**config.mk**
```make
export PLATFORM = sky130hd
export DESIGN_NAME = condicionador_botoes
export DESIGN_NICKNAME = d
export VERILOG_FILES = /design/src/rtl/condicionador_botoes.sv
export SDC_FILE = /design/constraint.sdc
export NUM_CORES = 1
export LEC_CHECK = 0
export ABC_CLOCK_PERIOD_IN_PS = 3690
export CAP_MARGIN = 15
export CORE_UTILIZATION = 55
export CTS_CLUSTER_SIZE = 28
export DETAILED_ROUTE_END_ITERATION = 10
export PLACE_DENSITY = 0.78
export SYNTH_ARGS = -nofsm -noshare
export SYNTH_HDL_FRONTEND = slang
export SYNTH_SLANG_ARGS = --single-unit
```
**constraint.sdc**
```tcl
create_clock -name clock -period 3.69 [get_ports clock]
set_clock_uncertainty 0.2 [all_clocks]
set_input_delay 0.738 -clock clock [delete_from_list [all_inputs] [get_ports clock]]
set_output_delay 0.738 -clock clock [all_outputs]
set_load 0.05 [all_outputs]
```
**src/rtl/condicionador_botoes.sv**
```systemverilog
// condicionador_botoes: synchronises and debounces the seven raw game buttons.
// A press is accepted only when exactly one button is stable for the debounce
// window. The clean one-hot vector is then held until the release has also
// been filtered. The block also produces a one-cycle press pulse and the
// encoded button index. Multi-button presses are rejected and waited out.
module condicionador_botoes #(
  parameter int DEBOUNCE_CYCLES = 50000,
  parameter int N_BOTOES        = 7
) (
  input  logic                clock,
  input  logic                reset,
  input  logic [N_BOTOES-1:0] botoes_brutos,
  output logic [N_BOTOES-1:0] botoes,
  output logic                pulso_jogada,
  output logic [2:0]          codigo_botao,
  output logic                multiplo,
  output logic [2:0]          db_estado
);

  localparam int            CW      = $clog2(DEBOUNCE_CYCLES);
  localparam logic [CW-1:0] CNT_FIM = CW'(DEBOUNCE_CYCLES - 1);
  localparam logic [CW-1:0] CNT_UM  = CW'(1);

  typedef enum logic [2:0] {
    OCIOSO      = 3'd0,
    FILTRA      = 3'd1,
    PRESSIONADO = 3'd2,
    SOLTA       = 3'd3,
    REJEITA     = 3'd4
  } estado_t;

  estado_t             estado, estado_prox;
  logic [N_BOTOES-1:0] sinc1;
  logic [N_BOTOES-1:0] s;
  logic [N_BOTOES-1:0] candidato, candidato_prox;
  logic [CW-1:0]       cnt, cnt_prox;
  logic [N_BOTOES-1:0] botoes_prox;
  logic                pulso_prox;
  logic [2:0]          codigo_prox;
  logic                multiplo_prox;

  // True when exactly one bit of the vector is set.
  function automatic logic eh_one_hot(input logic [N_BOTOES-1:0] v);
    return (v != '0) && ((v & (v - N_BOTOES'(1))) == '0);
  endfunction

  // Index of the highest set bit; callers only pass one-hot vectors.
  function automatic logic [2:0] codificar(input logic [N_BOTOES-1:0] v);
    logic [2:0] idx;
    idx = 3'd0;
    for (int i = 0; i < N_BOTOES; i++) begin
      if (v[i]) begin
        idx = 3'(i);
      end else begin
        idx = idx;
      end
    end
    return idx;
  endfunction

  // Two-flop synchroniser; the FSM only ever looks at s.
  always_ff @(posedge clock) begin
    if (reset) begin
      sinc1 <= '0;
      s     <= '0;
    end else begin
      sinc1 <= botoes_brutos;
      s     <= sinc1;
    end
  end

  // State, debounce counter, candidate and registered outputs.
  always_ff @(posedge clock) begin
    if (reset) begin
      estado       <= OCIOSO;
      cnt          <= '0;
      candidato    <= '0;
      botoes       <= '0;
      pulso_jogada <= 1'b0;
      codigo_botao <= 3'd0;
      multiplo     <= 1'b0;
    end else begin
      estado       <= estado_prox;
      cnt          <= cnt_prox;
      candidato    <= candidato_prox;
      botoes       <= botoes_prox;
      pulso_jogada <= pulso_prox;
      codigo_botao <= codigo_prox;
      multiplo     <= multiplo_prox;
    end
  end

  // Next-state and next-output logic; the pulse is the only non-held output.
  always_comb begin
    estado_prox    = estado;
    cnt_prox       = cnt;
    candidato_prox = candidato;
    botoes_prox    = botoes;
    pulso_prox     = 1'b0;
    codigo_prox    = codigo_botao;
    multiplo_prox  = multiplo;

    case (estado)
      OCIOSO: begin
        if (s != '0) begin
          candidato_prox = s;
          cnt_prox       = '0;
          estado_prox    = FILTRA;
        end else begin
          cnt_prox = '0;
        end
      end

      FILTRA: begin
        if (s != candidato) begin
          // Any change restarts filtering from idle, so glitches never pass.
          cnt_prox    = '0;
          estado_prox = OCIOSO;
        end else if (cnt == CNT_FIM) begin
          cnt_prox = '0;
          if (eh_one_hot(candidato)) begin
            estado_prox = PRESSIONADO;
            botoes_prox = candidato;
            codigo_prox = codificar(candidato);
            pulso_prox  = 1'b1;
          end else begin
            estado_prox   = REJEITA;
            multiplo_prox = 1'b1;
          end
        end else begin
          cnt_prox = cnt + CNT_UM;
        end
      end

      PRESSIONADO: begin
        // A second button joining the held one also leaves this state.
        if (s != candidato) begin
          cnt_prox    = '0;
          estado_prox = SOLTA;
        end else begin
          cnt_prox = cnt;
        end
      end

      SOLTA: begin
        if (s == candidato) begin
          // Release bounce: back to held, no new pulse.
          cnt_prox    = '0;
          estado_prox = PRESSIONADO;
        end else if (s != '0) begin
          // Some other button still down: require a full release.
          cnt_prox = '0;
        end else if (cnt == CNT_FIM) begin
          cnt_prox    = '0;
          estado_prox = OCIOSO;
          botoes_prox = '0;
          codigo_prox = 3'd0;
        end else begin
          cnt_prox = cnt + CNT_UM;
        end
      end

      REJEITA: begin
        if (s != '0) begin
          cnt_prox = '0;
        end else if (cnt == CNT_FIM) begin
          cnt_prox      = '0;
          estado_prox   = OCIOSO;
          multiplo_prox = 1'b0;
        end else begin
          cnt_prox = cnt + CNT_UM;
        end
      end

      default: begin
        estado_prox    = OCIOSO;
        cnt_prox       = '0;
        candidato_prox = '0;
        botoes_prox    = '0;
        codigo_prox    = 3'd0;
        multiplo_prox  = 1'b0;
      end
    endcase
  end

  assign db_estado = estado;

endmodule

```
### Word-level counts from Yosys, hierarchy flattened

Index checks and enable logic that the tools add are counted.

| storage, ports and cells | value |
|---|---|
| memories kept | 0 |
| word-level logic and storage cells | 93 |
| bits in read-only memories | 0 |
| output and inout bits | 15 |
| bits in registers | 52 |
| RAM bits | 0 |
| input bits | 9 |
| latch bits | 0 |

| cells by class | value |
|---|---|
| reductions and logical operators | 13 |
| $lt $le $gt $ge | 0 |
| shifts and indexed selects | 0 |
| add/subtract/negate cells | 2 |
| multipliers | 0 |
| eq/ne operators | 19 |
| div/mod/pow operators | 0 |
| bitwise logic cells | 6 |
| muxes and demuxes | 44 |

Operators by type and width:

| kind | count |
|---|---|
| 16-bit two-way mux | 5 |
| 16-bit case mux with 4 select lines | 1 |
| 3-bit two-way mux | 19 |
| 7-bit two-way mux | 7 |
| 2-bit != test, second input constant | 11 |
| 7-bit case mux with 3 select lines | 1 |
| 16-bit by 1-bit adder with 16-bit output, second input constant | 1 |
| 16-bit == test, second input constant | 1 |
| 3-bit case mux with 5 select lines | 1 |
| 7-bit case mux with 2 select lines | 1 |
| 7-bit nonzero test | 2 |
| 3-bit case mux with 3 select lines | 1 |
| 4-bit OR reduction | 2 |
| 7-bit AND | 1 |
| 7-bit == test | 1 |
| 7-bit logical NOT | 1 |
| 1-bit two-way mux | 7 |
| 7-bit != test | 1 |
| 7-bit AND reduction | 1 |
| 7-bit by 1-bit subtractor with 7-bit output, second input constant | 1 |
| 3-bit by 2-bit == test with 1-bit output, second input constant | 2 |
| 6-bit AND reduction | 1 |
| 3-bit OR reduction | 2 |
| 1-bit NOT | 5 |
| 8 further kinds | 8 |

### Logic depth before layout (Yosys ltp)

| depth | value |
|---|---|
| depth after elaboration | 10 |
| depth in mapped cells | 9 |
| depth with buffers taken out | 7 |

### Worst setup path before layout

No wires, ideal clock.

| timing path | value |
|---|---|
| path kind | reg2reg |
| start | register estado[2] (netlist: db_estado[2]) |
| end | register cnt[10] |
| period minus slack after synthesis | 2.358 ns |
| data required time | 3.343 ns |
| path slack | 1.332 ns |
| data arrival time | 2.012 ns |
| cell stages (with the launch flop) | 8 |
| library setup time | 0.147 ns |
| buffers on the path | 3 |
| path through | dfxtp_1 > clkbuf_1 > nand2b_1 > nor2_1 > nand3_1 > buf_2 > buf_1 > a211oi_2 |

| between the ends | value |
|---|---|
| longest elaborated chain between the ends | 2 |
| elaborated cells between the ends (all ways) | 6 |
| those cells by class | eq/ne: 5; mux: 1 |

Ends and longest elaborated chain:

| what | line | source |
|---|---|---|
| from (decl) | 32 | `estado_t estado, estado_prox;` |
| from (signal assigned) | 83 | `estado <= estado_prox;` |
| 3-bit == test, or another cell as far along | 103 | `case (estado)` |
| 16-bit case mux with 4 select lines or 2-bit != test (tied branches) | - |  |
| to (signal assigned) | 84 | `cnt <= cnt_prox;` |
| to (decl) | 36 | `logic [CW-1:0] cnt, cnt_prox;` |

Several ways; a longest one is shown, not always the timed one.
A chain may end at the register's enable or synchronous reset.

### Worst setup path after layout

| timing path | value |
|---|---|
| start | register estado[1] (netlist: db_estado[1]) |
| end | output port db_estado[1] |

RTL lines:

| what | line | source |
|---|---|---|
| to (decl) | 17 | `output logic [2:0] db_estado` |

No word-level cell between the ends.

==> results.sh <==
export IMPL_grt_pass1_vias=1918
export IMPL_yosys_warnings=0
export IMPL_slew_headroom_pct=30.9
export IMPL_r2r_end="codigo_botao[1]$_SDFFE_PP0P_"
export IMPL_worstSetupEndpointType="primary output"
export IMPL_irDropWorstVdd_v=0.000249
export IMPL_core_area_um2=4440
export IMPL_num_vias=2088
export IMPL_synth_edff_count=0
export IMPL_pin_count=24
export IMPL_hold_viol_final=0
export IMPL_dp_slack_ns=1.12
export IMPL_dpl_cell_area_um2=2740
export IMPL_crit_chain="clkdlybuf4s50_1"
export IMPL_pwr_share_seq_pct=54.8
export IMPL_portBuffers=23
export IMPL_hold_class="reg2reg"
export IMPL_fmax_ghz=0.365
export IMPL_final_common_cell="dfxtp_1"
export IMPL_hold_depth=1
export IMPL_critPathMaxFanout=13
export IMPL_hold_ws_ns=0.243
export IMPL_netlist_area_um2=2580
export IMPL_arrival_ns=1.80
export IMPL_fp_dieArea_um2=4980
export IMPL_postCtsSetupRepairBufs=0
export IMPL_start_util_pct=58.1
export IMPL_cts_root_buffer="clkbuf_8"
export IMPL_die_w_um=70.5
export IMPL_cts_max_path_buffers=2
export IMPL_ys_seq_elements=52
export IMPL_area_growth_pct=9.44
export IMPL_grt_usage_pct=22.3
export IMPL_path_buf_inv=1
export IMPL_fin_crit_sh_pct=74.3
export IMPL_worstRegToRegCells=7
export IMPL_postCtsHoldBufs=0
export IMPL_nNetsFinal=304
export IMPL_required_ns=2.75
export IMPL_synth_flop_cell="dfxtp_1"
export IMPL_synthCells=286
export IMPL_cpMaxStageDelayCell="clkdlybuf4s50_1"
export IMPL_grt_pass1_wl_um=8850
export IMPL_clk_pin_slew_ns=0.10
export IMPL_p_clk_share_pct=30.5
export IMPL_num_fill_cells=391
export IMPL_p_leak_nw=0.951
export IMPL_n_antenna_cell=0
export IMPL_synth_area_per_cell_um2=9.03
export IMPL_rsz0062_at_grt="false"
export IMPL_synthArstFlopShare_pct=0
export IMPL_synth_nets=296
export IMPL_hold_path_end="s[4]$_SDFF_PP0_"
export IMPL_numCtsBuffers=5
export IMPL_dpl_cell_count=339
export IMPL_drcViolationCount=7
export IMPL_cts_sinks=52
export IMPL_worst_slew_pin_slew_ns=1.04
export IMPL_timing_rr_start="cnt[0]$_SDFFE_PP0P_"
export IMPL_gp_congestion=0.870
export IMPL_p_sw_w=0.000324
export IMPL_drive_above_1_share_pct=10.5
export IMPL_antenna_found_initial=0
export IMPL_setup_violations=0
export IMPL_h_tree_depth=2
export IMPL_drt_iter0_drc=170
export IMPL_grt_overflow_total=0
export IMPL_p_int_w=0.000768
export IMPL_maxCapViolCount=0
export IMPL_yosysUniqueCellTypes=50
export IMPL_timing_final_ws_setup_ns=0.948
export IMPL_final_cell_mix="52 x dfxtp_1, 24 x a21oi_1, 22 x clkdlybuf4s50_1"
export IMPL_fin_area_um2=2830
export IMPL_post_cts_resized=0
export IMPL_dp_hpwl_um=3470
export IMPL_violations="design-rule violations"
export IMPL_viasPerCell=6.02
export IMPL_worst_setup_path_type="reg2out"
export IMPL_pwr_share_comb_pct=14.7
export IMPL_cp_start_kind="flop"
export IMPL_grt_max_degree=53
export IMPL_ys_seq_area_share_pct=40.3
export IMPL_timing_final_crit_period_ns=2.74
export IMPL_rows=24
export IMPL_setup_tns_ns=0
export IMPL_swShare_pct=29.7
export IMPL_tritoncts="built"
export IMPL_wl_per_cell_um=15.2
export IMPL_critPathMaxStageDelay_ns=0.90
export IMPL_fin_cells=347
export IMPL_p_per_area_nw_per_um2=386
export IMPL_worstSkewPairLatency_ns=0.31
export IMPL_slew_violations=0
export IMPL_hold_start="sinc1[4]$_SDFF_PP0_"
export IMPL_dr_pass1_iters=7
export IMPL_drtAntennaViolNets=0
export IMPL_status="finished with violations"
export IMPL_r2r_slack_ns=1.06
export IMPL_finalWirelength_um=5270
export IMPL_fp_dieH_um=70.5
export IMPL_path_delay_family="buffers and inverters"
-- power by group through the flow --
stage          combinational, W  sequential (W)  clock (W)
6_report               0.000160        0.000599   0.000333
5_1_grt                0.000176        0.000601   0.000364
3_3_place_gp           0.000155        0.000611          0
2_1_floorplan          0.000136        0.000604          0
4_1_cts                0.000159        0.000598   0.000345
3_5_place_dp           0.000158        0.000611          0
-- metal layers --
metal,wire [um],track usage [%],up-vias
met5,0,0,-
met3,269,5.13,8
met4,78,8.67,0
met1,2510,29.3,988
li1,-,-,1036
met2,2410,36.0,56
-- how the worst max path moves through the flow --
stage                     slack (ns)  depth (start not counted)                      endpoint                 startpoint
final                           0.95                          1                  db_estado[1]  db_estado[1]$_SDFFE_PP0P_
after global routing            0.81                          7        botoes[4]$_SDFFE_PP0P_        cnt[0]$_SDFFE_PP0P_
after CTS                       0.93                          1                  db_estado[1]  db_estado[1]$_SDFFE_PP0P_
after detailed placement        1.12                          7  codigo_botao[1]$_SDFFE_PP0P_        cnt[0]$_SDFFE_PP0P_
after global placement          1.22                          7  codigo_botao[1]$_SDFFE_PP0P_        cnt[0]$_SDFFE_PP0P_
after floorplan                 1.33                          7          cnt[10]$_SDFFE_PP0P_  db_estado[2]$_SDFFE_PP0P_
-- final cells by class --
class	count	area (um^2)	area share (%)
clock inverter	3	21.3	0.752
sequential	52	1040	36.8
multi-input combinational	205	1370	48.5
clock buffer	5	68.8	2.43
tap	52	65.1	2.30
timing repair buffer	25	240	8.50
inverter	5	18.8	0.664
-- kinds of logic (layout without fill, tap and decap cells) --
kind of cell / count (synthesis) / in the layout / share of synthesized area (%)
simple gates: 108 / 108 / 24.6
compound gates: 72 / 72 / 19.4
flops: 52 / 52 / 40.3
buf+inv: 29 / 38 / 6.59
xor+xnor: 21 / 21 / 7.41
mux: 3 / 3 / 1.21
fa+ha+maj: 1 / 1 / 0.484
-- cell usage after synthesis (2+ instances only) --
master,number,share of area [%]
inv_1,5,0.73
o21ai_0,16,3.1
nand2b_1,2,0.48
nor2_1,12,1.7
dfxtp_1,52,40
and4_1,3,1.0
nor4_1,3,0.73
nand3_1,19,3.7
buf_4,6,1.7
xor2_1,19,6.4
a21oi_1,24,4.6
nand3b_1,2,0.58
a211oi_2,10,4.8
nand2_1,17,2.5
mux2i_1,2,0.77
nand4_1,6,1.5
nor3b_1,3,0.87
nor3_1,9,1.7
clkbuf_1,9,1.3
nand4b_1,2,0.68
and3_1,3,0.73
buf_2,3,0.58
a211o_1,2,0.68
nor2b_1,16,3.9
a221oi_1,3,1.0
buf_6,4,1.7
a211oi_1,9,2.6
and2_1,2,0.48
nand2_2,2,0.48
-- sequential cells by signal, summed over array words and instances, names as in the netlist --
| signal | count |
|---|---|
| sinc1 | 7 |
| botoes | 7 |
| cnt | 16 |
| multiplo | 1 |
| candidato | 7 |
| s | 7 |
| db_estado | 3 |
| codigo_botao | 3 |
| pulso_jogada | 1 |
-- metrics by stage --
step | power (W) | util [%]
after floorplan | 0.000739 | -
after global placement | 0.000766 | 61.6
after detailed placement | 0.000769 | 61.6
after CTS | 0.00110 | 63.6
after global routing | 0.00114 | 63.6
final | 0.00109 | 63.6
(Power assumes the default switching activity.)
